[src/rtl/mult3b_pkg.sv]
// Shared constants and state type for the 3-bit multiply-accumulate block.
package mult3b_pkg;

  localparam int OP_W   = 3;
  localparam int PROD_W = 6;

  // ACC: collecting operand pairs; HOLD: frame result presented downstream.
  typedef enum logic {
    ACC  = 1'b0,
    HOLD = 1'b1
  } state_t;

endpackage

[src/rtl/mult3b_core.sv]
// Pure combinational 3x3 unsigned multiplier; exact for every operand pair.
module mult3b_core
  import mult3b_pkg::*;
(
  input  logic [OP_W-1:0]   a,
  input  logic [OP_W-1:0]   b,
  output logic [PROD_W-1:0] p
);

  // Widen both operands before multiplying so the 6-bit product is never truncated.
  always_comb begin
    p = PROD_W'(a) * PROD_W'(b);
  end

endmodule

[src/rtl/mult3b_acc.sv]
// Frame accumulator: sums LEN products a*b, then holds the result (with a
// sticky overflow flag) until the consumer takes it.
//
// Handshake: an input transfer happens on a rising edge with
// in_valid & in_ready; an output transfer happens on a rising edge with
// out_valid & out_ready. in_ready is high only while collecting (ACC) and
// out_valid only while presenting (HOLD), so the two never overlap and a new
// frame starts no earlier than the cycle after the output transfer.
module mult3b_acc
  import mult3b_pkg::*;
#(
  parameter int LEN   = 4,
  parameter int ACC_W = 10
)
(
  input  logic             clk,
  input  logic             rst,
  input  logic             clr,
  input  logic             in_valid,
  output logic             in_ready,
  input  logic [OP_W-1:0]  a,
  input  logic [OP_W-1:0]  b,
  output logic             out_valid,
  input  logic             out_ready,
  output logic [ACC_W-1:0] acc,
  output logic             ov
);

  localparam logic [7:0] LEN_M1 = 8'(LEN - 1);

  state_t             state_q, state_d;
  logic [ACC_W-1:0]   acc_q, acc_d;
  logic               ov_q, ov_d;
  logic [7:0]         cnt_q, cnt_d;
  logic [PROD_W-1:0]  prod;
  logic [ACC_W:0]     sum;
  logic               in_xfer;
  logic               out_xfer;

  mult3b_core u_core (
    .a (a),
    .b (b),
    .p (prod)
  );

  // Next-state logic: clr beats any transfer; the LEN-th input moves to HOLD.
  always_comb begin
    state_d  = state_q;
    acc_d    = acc_q;
    ov_d     = ov_q;
    cnt_d    = cnt_q;
    in_xfer  = in_valid & (state_q == ACC);
    out_xfer = out_ready & (state_q == HOLD);
    // One extra bit captures the carry out of the accumulator's top bit.
    sum      = {1'b0, acc_q} + (ACC_W + 1)'(prod);
    if (clr) begin
      state_d = ACC;
      acc_d   = '0;
      ov_d    = 1'b0;
      cnt_d   = '0;
    end else if (in_xfer) begin
      acc_d = sum[ACC_W-1:0];
      ov_d  = ov_q | sum[ACC_W];
      cnt_d = cnt_q + 8'd1;
      if (cnt_q == LEN_M1) begin
        state_d = HOLD;
      end
    end else if (out_xfer) begin
      state_d = ACC;
      acc_d   = '0;
      ov_d    = 1'b0;
      cnt_d   = '0;
    end
  end

  // State registers; asynchronous reset drops any partial or pending frame.
  always_ff @(posedge clk or posedge rst) begin
    if (rst) begin
      state_q <= ACC;
      acc_q   <= '0;
      ov_q    <= 1'b0;
      cnt_q   <= '0;
    end else begin
      state_q <= state_d;
      acc_q   <= acc_d;
      ov_q    <= ov_d;
      cnt_q   <= cnt_d;
    end
  end

  // Handshake outputs decode directly from state; acc/ov come straight from flops.
  always_comb begin
    in_ready  = (state_q == ACC);
    out_valid = (state_q == HOLD);
    acc       = acc_q;
    ov        = ov_q;
  end

endmodule

[config.mk]
export PLATFORM = sky130hd
export DESIGN_NAME = mult3b_acc
export DESIGN_NICKNAME = d
export VERILOG_FILES = /design/src/rtl/mult3b_pkg.sv /design/src/rtl/mult3b_core.sv /design/src/rtl/mult3b_acc.sv
export SDC_FILE = /design/constraint.sdc
export NUM_CORES = 1
export LEC_CHECK = 0
export CORE_UTILIZATION = 47
export DETAILED_ROUTE_END_ITERATION = 8
export PLACE_DENSITY = 0.79
export SLEW_MARGIN = 20
export SYNTH_ARGS = -nofsm -noshare
export SYNTH_HDL_FRONTEND = slang
export SYNTH_HIERARCHICAL = 1
export SYNTH_SLANG_ARGS = --single-unit
[constraint.sdc]
create_clock -name clk -period 1.9 [get_ports clk]
set_input_delay 0.38 -clock clk [delete_from_list [all_inputs] [get_ports clk]]
set_output_delay 0.38 -clock clk [all_outputs]
set_load 0.01 [all_outputs]
### Word-level counts from Yosys, hierarchy flattened

Index checks and enable logic that the tools add are counted.

* register bits: 20
* bits in latches: 0
* memory bits (writable): 0
* ROM bits: 0
* output and inout bits: 13
* word-level logic and storage cells: 27
* memories kept: 0

* add/subtract/negate cells: 2
* $mul: 1
* div/mod/pow operators: 0
* magnitude comparators: 0
* equal/unequal tests: 2
* shifts and indexed selects: 0
* mux-type cells: 12
* bitwise gates (word level): 4
* reduce and logical (&&, ||, !) cells: 2

Operators with widths (count)
* 10-bit 2-to-1 mux: 3
* 8-bit 2-to-1 mux: 3
* 10-bit by 6-bit adder with 11-bit output: 1
* 8-bit by 1-bit adder with 8-bit output (second input constant): 1
* 8-bit by 2-bit == test with 1-bit output (second input constant): 1
* 3-bit by 3-bit multiplier with 6-bit output: 1
* 1-bit 2-to-1 mux: 6
* 3-bit by 2-bit != test with 1-bit output (second input constant): 1
* 3-bit nonzero test: 1
* 1-bit bitwise AND: 2
* 2-bit AND reduction: 1
* 1-bit NOT: 1
* 1-bit OR: 1

### Depth between registers and ports, before layout

* depth in word-level cells: 5
* mapped depth: 12
* depth with buffers taken out: 12

### Cells and area by module

Netlist, hierarchy kept.

By module, submodules not included
* mult3b_acc: instances 1, cells each 126, area each 1176.1 µm²
* mult3b_core: instances 1, cells each 24, area each 196.4 µm²

### Worst setup path before layout

No wires, ideal clock.

* path kind: input to register
* start: input port a[0]
* end: register acc_q[9], in the netlist acc[9]
* setup time: 0.070 ns
* arrival: 3.048 ns
* data required time: 1.830 ns
* slack: -1.218 ns
* stages on the path: 12
* path buffers: 0
* cell sequence: and2_1 -> fa_1 -> ha_1 -> inv_1 -> fa_1 -> inv_1 -> ha_1 -> o211ai_2 -> o211ai_2 -> o211ai_1 -> or4_1 -> nand3_1

* longest elaborated chain between the ends: 4

Ends and longest elaborated chain
* from (decl): RTL line mult3b_acc.sv:21 `input logic [OP_W-1:0] a,`
* 3-bit by 3-bit multiplier with 6-bit output: RTL line mult3b_core.sv:12 `p = PROD_W'(a) * PROD_W'(b);`
* named net prod[3]: RTL line mult3b_acc.sv:35 `logic [PROD_W-1:0] prod;`
* 10-bit by 6-bit adder with 11-bit output: RTL line mult3b_acc.sv:55 `sum = {1'b0, acc_q} + (ACC_W + 1)'(prod);`
* 10-bit 2-to-1 mux: RTL line mult3b_acc.sv:61 `end else if (in_xfer) begin`
* 10-bit 2-to-1 mux: RTL line mult3b_acc.sv:56 `if (clr) begin`
* to (signal assigned): RTL line mult3b_acc.sv:80 `acc_q <= '0;`
* to (signal assigned): RTL line mult3b_acc.sv:85 `acc_q <= acc_d;`
* to (decl): RTL line mult3b_acc.sv:32 `logic [ACC_W-1:0] acc_q, acc_d;`

The timed path passes the listed nets, and every way through them passes these cells.
A chain may end at the register's enable or synchronous reset.

### Final worst setup path

* start: input port a[2]
* end: register acc_q[7], in the netlist acc[7]

The elaborated chain is that of the path after synthesis.

==> key figures <==
Outcome
  – Status: complete, but fails checks
  – Failing checks: setup timing

Timing
  – Worst setup margin: -1064 ps
  – Minimum clock period: 2964 ps
  – Slew HR: 64.88%
  – Final worst clock skew: 8.551 ps
  – Worst slew pin tran: 523.7 ps
  – RSZ-0062 raised after global routing: yes
  – Max Slew Vio Count: 0
  – Fin crit share: 156.0%
  – Hold Fails Final Rpt: 0
  – Max Clock Freq: 0.3374 GHz
  – Final setup viols: 9

Place
  – DP Area: 0.001829 mm^2
  – Inst Count DP: 222
  – PortBufs: 23
  – Final Wtd Congestion: 0.9171
  – Hpwl dp: 2494 um

Synth
  – Syn nets: 176
  – Mapped Cells: 150
  – Synthesized area: 0.001373 mm^2
  – Seq/Total Area, Yosys: 36.46%
  – Synth cell types: 32
  – Ys Warns: 6
  – FF+latch count, synth: 20
  – Syn_area_per_cell: 9.150 um^2

Pwr
  – P_leak: 0.9068 nW
  – Power per cell area: 645.3 mW/mm^2
  – VDD IR max: 0.5330 mV

Setup path
  – CP max stage cell: fa_1
  – Crit-path max cell delay: 590 ps
  – CP endpoint kind: register
  – R2R Path Start: acc[1]
  – Critical path data required time: 2150 ps
  – Critical Path Start Type: input port
  – CP endpoint: acc[7]
  – Worst Path Max Fanout: 4
  – Ordered list of cells on the worst path: buf_6 -> and2_4 -> fa_1 -> ha_4 -> inv_2 -> fa_2 -> xnor2_2 -> ha_4 -> o211ai_4 -> o211ai_2 -> o211ai_1 -> buf_4 -> or3_1 -> o21ai_1
  – CP startpoint: a[2]
  – Crit path top cell by count: ha_4
  – Critical Path AT: 3210 ps
  – FF-to-FF setup slack: -160 ps
  – Reg-to-reg endpoint: acc[7]
  – R2R cell count: 8
  – WS Path Type: in -> reg

Floorplanning
  – Core area: 0.002758 mm^2
  – Height of the die: 56.04 um
  – Die width: 56.04 um
  – I/O pin cnt: 24
  – Die Area: 0.003140 mm^2
  – Initial Util: 49.77%
  – Site Rows: 19

Clock network
  – Clock Path Buffers: 2
  – Hold Buf Count CTS: 0
  – CTS buffer count: 3
  – Clk Latency, worst-skew pair: 320 ps
  – CTS H-tree lvls: 1
  – Clock slew at reported path FFs: 130 ps
  – CTS root buf: clkbuf_4
  – Clock tree sinks: 20
  – CTS tree: built

Finish
  – Ant. Diodes: 0
  – Fin area: 0.001992 mm^2
  – Final core utilization: 72.23%
  – Final Instance Count excl. Fillers: 231
  – Nets: 227
  – Fraction of layout cells with a size suffix above 1: 28.50%
  – P&R area growth vs syn: 45.12%

Routing
  – Number of remaining DRC errors: 0
  – Initial drt markers: 58
  – Vias/cell: 5.506
  – DR pass1 iterations: 4
  – WL final: 3344 um
  – Via count: 1,272
  – Final antenna-violating net count: 0
  – WL/cell: 14.48 um

GRT
  – Top Usage Layer GRT: met2
  – Initial antenna violation count: 0
  – First-pass GRT wire length: 5457 um
  – GRT Total Usage: 22.68%
  – Met3 usage: 3.488%
  – GR Overflow Total: 0
  – Vias in the first global route: 1,216
  – M2 GR Usage: 36.73%
  – Global Route met1 Usage: 29.71%
  – Largest net degree at the start of global routing: 21

Min path
  – HP Class: in -> async

Job
  – Max Cap Viol: 0
## routing by layer
| layer | vias to the layer above | share of wire, % | wire length [um] |
|---|---|---|---|
| met3 | 11 | 5.0 | 166 |
| met4 | 0 | 2.5 | 82 |
| li1 | 628 | - | - |
| met1 | 588 | 44 | 1470 |
| met5 | - | 0 | 0 |
| met2 | 45 | 49 | 1626 |
## report_power, final
group	total, mW	switching (mW)	internal [mW]
sequential	0.470	0.0236	0.446
combinational	0.456	0.208	0.249
clock	0.359	0.146	0.214
total	1.29	0.377	0.908
## area by class of cell
type / instances / area [um^2]
repair buffers: 49 / 421.7
fillers: 192 / 765.7
flip-flops and latches: 20 / 500.5
clock buffers: 3 / 22.52
multi-input cells: 116 / 937.1
inverters: 11 / 41.29
well taps: 31 / 38.79
clock inverters: 1 / 30.03
## per-stage QoR
stage                     hold slack (ps)  setup TNS [ps]  worst slack [ps]  power [mW]
after global routing                404.2           -7917             -1154       1.346
after detailed placement            486.9          -13290             -1723      0.8363
after floorplan                     343.8           -7070             -1071      0.6828
after CTS                           370.0           -6867             -1110       1.230
final                               364.2           -7349             -1064       1.285
after global placement              462.5          -12260             -1610      0.8164
## flip-flops by register name (all words and copies together) (netlist names)
register / count
cnt_q: 8
ov: 1
out_valid: 1
acc: 10
## Yosys cell counts
library cell / number / share of area, %
buf_2: 1 / 0.36
dfrtp_1: 20 / 36
a32o_1: 1 / 0.73
o211ai_2: 2 / 1.8
a21oi_1: 9 / 3.3
clkbuf_1: 2 / 0.55
and2_1: 11 / 5.0
inv_1: 11 / 3.0
or2_0: 1 / 0.46
a2111o_1: 1 / 0.82
o211ai_1: 3 / 1.6
ha_1: 12 / 11
nor2_1: 4 / 1.1
and3_1: 2 / 0.91
xor2_1: 4 / 2.6
or4_1: 1 / 0.55
nor3_1: 1 / 0.36
nand4_1: 2 / 0.91
a22o_1: 2 / 1.3
or3_1: 1 / 0.46
xnor2_1: 3 / 1.9
nand2b_1: 6 / 2.7
mux2i_1: 1 / 0.73
a31oi_1: 2 / 0.91
a211oi_1: 2 / 1.1
a21o_1: 4 / 2.2
nand2_1: 17 / 4.6
fa_1: 3 / 4.4
o21ai_1: 13 / 4.7
nor4b_1: 2 / 1.3
o21ai_0: 2 / 0.73
nand3_1: 4 / 1.5
## cell usage in the layout (no fill, tap or decap), types with 2 or more instances in the layout
cell / Yosys / layout
xnor2_1: 3 / 2
ha_1: 12 / 8
inv_2: 0 / 2
fa_1: 3 / 2
o21ai_2: 0 / 3
a21o_1: 4 / 4
a21oi_2: 0 / 2
a21oi_1: 9 / 6
nor2_1: 4 / 4
nand2_1: 17 / 17
inv_1: 11 / 9
dfrtp_1: 20 / 20
and3_1: 2 / 2
nand2b_1: 6 / 5
nand4_1: 2 / 2
clkdlybuf4s50_1: 0 / 17
clkbuf_4: 0 / 3
o21ai_1: 13 / 12
and2_1: 11 / 8
buf_6: 0 / 5
nand3_1: 4 / 4
o211ai_1: 3 / 3
a31oi_1: 2 / 2
a22o_1: 2 / 2
buf_4: 0 / 24
and2_4: 0 / 3
nor4b_1: 2 / 2
ha_4: 0 / 4
xor2_1: 4 / 4
buf_2: 1 / 3
## critical path, delay by kind of cell
kind | cells | cell delay (ps)
xor gates and xnor gates | 1 | 170
AOI/OAI and AO/OA | 4 | 470
buffers and inverters | 3 | 310
adders and majority gates | 4 | 1440
and+or+nand+nor | 2 | 450
## how the worst min path moves through the flow
stage	to	slack, ps	cells past startpoint
global placement	cnt_q[7]	460	1
CTS	ov	370	3
finish	ov	360	3
detailed placement	cnt_q[7]	490	1
floorplan	acc[0]	340	1
global route	ov	400	3
## what timing repair did
item,in CTS,in global routing
resized for setup,35,10
gates cloned,0,0
setup endpoints to repair,9,9
buffers inserted,2,3
pin swaps,16,8
## cells by family after synthesis
group                      count (synthesis)  share of synthesized area [%]
and+or+nand+nor                           52                          19.87
AOI/OAI and AO/OA                         41                          19.23
DFF                                       20                          36.46
adders and majority gates                 15                          15.31
buffers and inverters                     14                          3.920
xor gates and xnor gates                   7                          4.467
muxes                                      1                         0.7293
Note: power is estimated with default switching activity, not from simulation.
